===== src/rtl/decoder_nto2n_reg.sv =====
// decoder_nto2n_reg: registered N-to-2**N decoder with handshake input, timed scan and hold modes.
module decoder_nto2n_reg #(
   parameter int N          = 2,
   parameter int SCAN_DIV   = 4,
   parameter int ACTIVE_LOW = 0
) (
   input  logic              clk,
   input  logic              rst,
   input  logic              en,
   input  logic [1:0]        mode,
   input  logic              in_valid,
   output logic              in_ready,
   input  logic [N-1:0]      in,
   output logic [2**N-1:0]   out,
   output logic              out_valid,
   output logic              scan_wrap
);
   localparam int W = 2**N;
   localparam int PW = SCAN_DIV > 1 ? $clog2(SCAN_DIV) : 1;
   localparam logic [PW-1:0] PMAX = PW'(SCAN_DIV - 1);
   logic [N-1:0] idx;
   logic active;
   logic [PW-1:0] psc;
   logic step;
   logic [W-1:0] onehot;
   assign in_ready = en && mode == 2'b00;
   assign step = en && mode == 2'b01 && psc == PMAX;
   assign onehot = active ? W'(1) << idx : '0;
   assign out = ACTIVE_LOW != 0 ? ~onehot : onehot;
   // Any non-scan cycle restarts the prescaler; en=0 freezes it instead.
   always_ff @(posedge clk or posedge rst) begin
      if (rst) begin
         idx <= '0;
         active <= 1'b0;
         psc <= '0;
         out_valid <= 1'b0;
         scan_wrap <= 1'b0;
      end else begin
         out_valid <= 1'b0;
         scan_wrap <= 1'b0;
         if (en) begin
            psc <= mode == 2'b01 ? (psc == PMAX ? '0 : psc + 1'b1) : '0;
            if (in_valid && in_ready) begin
               idx <= in;
               active <= 1'b1;
               out_valid <= 1'b1;
            end else if (step) begin
               active <= 1'b1;
               if (active) begin
                  idx <= idx + 1'b1;
                  scan_wrap <= &idx;
               end
            end
         end
      end
   end
endmodule


===== config.mk =====
export PLATFORM = sky130hd
export DESIGN_NAME = decoder_nto2n_reg
export DESIGN_NICKNAME = d
export VERILOG_FILES = /design/src/rtl/decoder_nto2n_reg.sv
export SDC_FILE = /design/constraint.sdc
export NUM_CORES = 1
export LEC_CHECK = 0
export CAP_MARGIN = 20
export CELL_PAD_IN_SITES_DETAIL_PLACEMENT = 1
export CELL_PAD_IN_SITES_GLOBAL_PLACEMENT = 2
export CORE_MARGIN = 5
export CORE_UTILIZATION = 26
export CTS_BUF_LIST = sky130_fd_sc_hd__clkbuf_4 sky130_fd_sc_hd__clkbuf_8
export CTS_CLUSTER_SIZE = 30
export DETAILED_ROUTE_END_ITERATION = 12
export PLACE_DENSITY_LB_ADDON = 0.1
export SLEW_MARGIN = 30
export SYNTH_ARGS = -nofsm -noshare
export SYNTH_HDL_FRONTEND = slang
export SYNTH_SLANG_ARGS = --single-unit

===== constraint.sdc =====
create_clock -name clk -period 1.3 [get_ports clk]
set_input_delay 0.13 -clock clk [delete_from_list [all_inputs] [get_ports clk]]
set_output_delay 0.13 -clock clk [all_outputs]
set_load 0.005 [all_outputs]

## Word level (Yosys, flattened, before mapping)

Cells that the tools add are included.

| word-level totals | value |
|---|---|
| flip-flop bits (word level) | 7 |
| word-level logic and storage cells | 34 |
| input bits | 8 |
| output and inout port bits | 7 |

| operators by class | value |
|---|---|
| $add $sub $neg | 2 |
| shift operators | 1 |
| reduce and logical (&&, ||, !) cells | 10 |
| eq/ne operators | 2 |
| muxes and demuxes | 14 |

Operators by type and width:

| cell | count |
|---|---|
| 2-bit 2-to-1 mux | 5 |
| 1-bit 2-to-1 mux | 8 |
| 2-bit by 1-bit adder with 2-bit output (second input constant) | 2 |
| 1-bit logical AND | 4 |
| 4-bit 2-to-1 mux | 1 |
| 2-bit AND reduction | 2 |
| 2-bit nonzero test | 2 |
| 1-bit by 2-bit left shift with 4-bit output (first input constant) | 1 |
| 3-bit AND reduction | 1 |
| 2-bit by 1-bit == test with 1-bit output (second input constant) | 1 |
| 2-bit == test (second input constant) | 1 |
| 2-bit zero test | 1 |

## Logic depth before layout (Yosys ltp)

| logic depth | value |
|---|---|
| depth after elaboration | 6 |
| gate-level depth with buffers | 5 |
| mapped depth without buffers | 5 |

## Worst setup path before layout

OpenSTA, ideal clock, no wires.

| timing | value |
|---|---|
| path type | register to register |
| start | reg idx[0] |
| end | reg idx[1] |
| library setup time | 0.121 ns |
| slack | 0.179 ns |
| path buffers | 0 |
| arrival time | 1.000 ns |
| stages on the path, launching flop included | 6 |
| required time | 1.179 ns |
| period minus slack after synthesis | 1.121 ns |
| cell sequence | dfrtp_1 inv_1 ha_1 nand3_1 o21ai_0 o22a_1 |

| on the way | value |
|---|---|
| word-level cells in the longest chain between the ends | 4 |

Ends and longest elaborated chain:

| item | line | source |
|---|---|---|
| start: declaration | 21 | `logic [N-1:0] idx;` |
| start signal: assignment | 44 | `idx <= in;` |
| start signal: assignment | 50 | `idx <= idx + 1'b1;` |
| 2-bit by 1-bit adder with 2-bit output | 50 |  |
| 2-bit 2-to-1 mux | 49 | `if (active) begin` |
| 2-bit 2-to-1 mux | 47 | `end else if (step) begin` |
| 2-bit 2-to-1 mux | 43 | `if (in_valid && in_ready) begin` |

Every way passes these cells. The select of a mux whose other input is x is not followed.
A chain may end at the register's enable or synchronous reset.

## Final worst setup path

| timing | value |
|---|---|
| start | reg idx[0] |
| end | out out[0] |

| on the way | value |
|---|---|
| word-level cells in the longest chain between the ends | 2 |

Ends and longest elaborated chain:

| item | line | source |
|---|---|---|
| 1-bit by 2-bit left shift with 4-bit output | 28 | `assign onehot = active ? W'(1) << idx : '0;` |
| 4-bit 2-to-1 mux | 28 |  |
| end: declaration | 14 | `output logic [2**N-1:0] out,` |

Every way passes these cells.

==> run metrics <==
number of fill cells=172; minimum setup slack among reg-to-reg paths=0.06 ns; critical path endpoint category=output pin; max-cap viol count=0; GR Overflow Total=0; ANT nets after route=0; data required time at the worst endpoint=1.17 ns; Remaining DRCs=0; proportion of layout cells with a drive suffix above 1=0.451; post-synth top area share=0.420; number of synthesized register bits=7; crit start category=flip-flop; smallest setup slack after layout=-0.0625 ns; number of buffers inserted during clock tree synthesis=3; number of standard cells in the final layout excluding fillers=87; switching portion of total power=0.297; Clock Pin Slew Worst Setup and Hold Paths=0.06 ns; count of boundary I/O pins=15; count of port buffers added during placement=14; Core ar.=1510 sq um; number of H-tree branching levels=1; Starting Density=0.277; number of instances in the synthesized netlist=42; share of synthesized flip-flops with an asynchronous set or reset=1.00; Design Power=811 uW; worst setup path startpoint=idx[0]; final slew viol count=0; data arrival at the endpoint of the critical path=1.23 ns; Cell variety after synth=19; internal portion of total power=571 uW; power spent charging and discharging nets=241 uW; sequential cell fraction of total power=0.323; routed wirelength normalized by instance count=14.1 um; first-pass iteration count of the detailed router=1; Area contributors post-synth=sky130_fd_sc_hd__dfrtp_1, sky130_fd_sc_hd__ha_1, sky130_fd_sc_hd__and2_1; cell at the root of the clock tree=sky130_fd_sc_hd__clkbuf_4; post-synthesis area per instance=9.92 sq um; Placed Cells incl. Taps=78; row count=14; Area Overhead vs Synth=82.6%; count of nets after finishing=between 80 and 90; number of flops mapped to enable cells by yosys=0; result of the run=finished, violations left; leak pwr=approximately 0.00035 uW; combinational fraction of design power=0.428; clk_lat worst skew=0.25 ns; antenna violations before repair=0; Detailed Route Iter0 Violations=0; shortest period the worst path allows=1.36 ns; total number of vias=419; leading post-synthesis cells by instance count=sky130_fd_sc_hd__dfrtp_1, sky130_fd_sc_hd__inv_1, sky130_fd_sc_hd__ha_1; most repeated cell in the gate-level netlist after synthesis=sky130_fd_sc_hd__dfrtp_1; clock skew after layout=0.000521 ns; Worst IR Drop VDD=0.794 mV; Synthesis Warnings=0; placed wire-length estimate after detailed placement=867 um; Max Root-Sink Buffers=2; worst-case headroom to the max-slew limit=0.813; maximum number of pins on one net before global-route repair=8; post-synth net total=55; global-route wire length before repair=approximately 2.0 mm; total standard cell area after synthesis=417 sq um; Horiz. Die Dim=50.0 um; maximum clock rate=about 730 MHz; n_diodes=0; worst hold slack=0.111 ns; number of hold-slack violations in the final timing report=0; origin of the critical flop-to-flop path=idx[0]; class of the worst hold path=input port to asynchronous set/reset pin; failing checks=setup timing; type of the worst setup path=flip-flop to output pin; area leader, netlist=sky130_fd_sc_hd__dfrtp_1; Post-Route Utilization=0.505; largest fanout of any net on the critical path=3; sequential-to-total area share from yosys stat=0.420; measured slew at the worst slew-check pin=0.280 ns; Final GP Congestion=0.709; Avg Vias per Cell=4.82; clock network fraction of design power=0.249; RSZ-0062 raised after global routing=yes; Total Routed Length=1.23 mm; total power density per cell area=1070 nW/um^2; TritonCTS clock tree=yes; die area=2500 sq um; share of the clock period used by the worst path=1.05; Placement Setup Slack=-0.147 ns; global-route total usage across every layer=0.101; final setup vio count=4; Die Y-Extent=50.0 um; Synth Flop Type=sky130_fd_sc_hd__dfrtp_1; vias in the first global route=464; total number of clock tree sinks=7
cells by family after synthesis:
logic type | count (synthesis) | share of synthesized area
buf+inv | 6 | 0.0541
fa+ha+maj | 5 | 0.150
mux | 1 | 0.0240
simple gates | 16 | 0.231
compound gates | 7 | 0.120
flops | 7 | 0.420
per-layer routing:
| layer | global-route usage | up-vias | share of wire |
|---|---|---|---|
| met5 | 0 | - | 0 |
| met4 | 0.0131 | 0 | 0 |
| met3 | 0.0602 | 0 | 0.051 |
| met2 | 0.174 | 11 | 0.55 |
| met1 | 0.108 | 208 | 0.40 |
| li1 | - | 200 | - |
power by group through the flow:
stage	registers (uW)	logic, uW	clock network [uW]
after detailed placement	264	209	0
after floorplan	258	84.7	0
final	262	347	202
after global routing	267	378	228
after CTS	256	284	210
after global placement	261	198	0
through the flow:
step           cell area, sq um  setup TNS (ns)
4_1_cts                     704          -0.174
3_3_place_gp                622          -0.415
3_5_place_dp                622          -0.637
6_report                    761          -0.208
2_1_floorplan               417               0
5_1_grt                     761          -0.502
path summary, 6_finish.rpt:
path | endpoint | cells after the start
worst max-delay path | out[0] | 5
worst min-delay path | psc[0] | 2
worst max register to register | idx[0] | 5
max in group asynchronous | scan_wrap | 2
worst min register to register | psc[0] | 1
min in group clk | idx[0] | 3
critical path, cell delays in order, from the launching register on:
cell and delay, ns:
sky130_fd_sc_hd__dfrtp_1 0.40, sky130_fd_sc_hd__buf_6 0.14, sky130_fd_sc_hd__inv_6 0.04, sky130_fd_sc_hd__ha_4 0.14, sky130_fd_sc_hd__and2_4 0.15, sky130_fd_sc_hd__buf_6 0.11
cells in the final DEF, fill, tap and decap left out, types with 2 or more instances in the layout:
master | netlist | final
sky130_fd_sc_hd__and2_4 | 0 | 3
sky130_fd_sc_hd__buf_4 | 0 | 9
sky130_fd_sc_hd__buf_6 | 0 | 5
sky130_fd_sc_hd__clkbuf_4 | 0 | 3
sky130_fd_sc_hd__clkdlybuf4s50_1 | 0 | 9
sky130_fd_sc_hd__dfrtp_1 | 7 | 7
sky130_fd_sc_hd__ha_4 | 0 | 3
sky130_fd_sc_hd__inv_1 | 6 | 4
sky130_fd_sc_hd__nand2_1 | 2 | 2
sky130_fd_sc_hd__nand2b_1 | 2 | 2
sky130_fd_sc_hd__nand3_2 | 0 | 2
sky130_fd_sc_hd__nor2_1 | 2 | 2
state kept, by name, summed over array words and instances (netlist names):
register   flops
psc            2
active         1
scan_wrap      1
out_valid      1
idx            2
cell type report:
| type | count | area [sq um] | share of cell area |
|---|---|---|---|
| multi-input cells | 29 | 280 | 0.368 |
| repair buffers | 25 | 228 | 0.299 |
| flip-flops and latches | 7 | 175 | 0.230 |
| inverters | 6 | 30.0 | 0.0395 |
| clock buffers | 3 | 22.5 | 0.0296 |
| well taps | 16 | 20.0 | 0.0263 |
| clock inverters | 1 | 5.00 | 0.00658 |
repair_timing:
action / in CTS / in global routing
setup buffers: 5 / 0
resized for setup: 28 / 13
hold buffers: 0 / 0
setup endpoints to repair: 5 / 6
pin swaps: 2 / 2
Note: power is estimated with default switching activity, not from simulation.
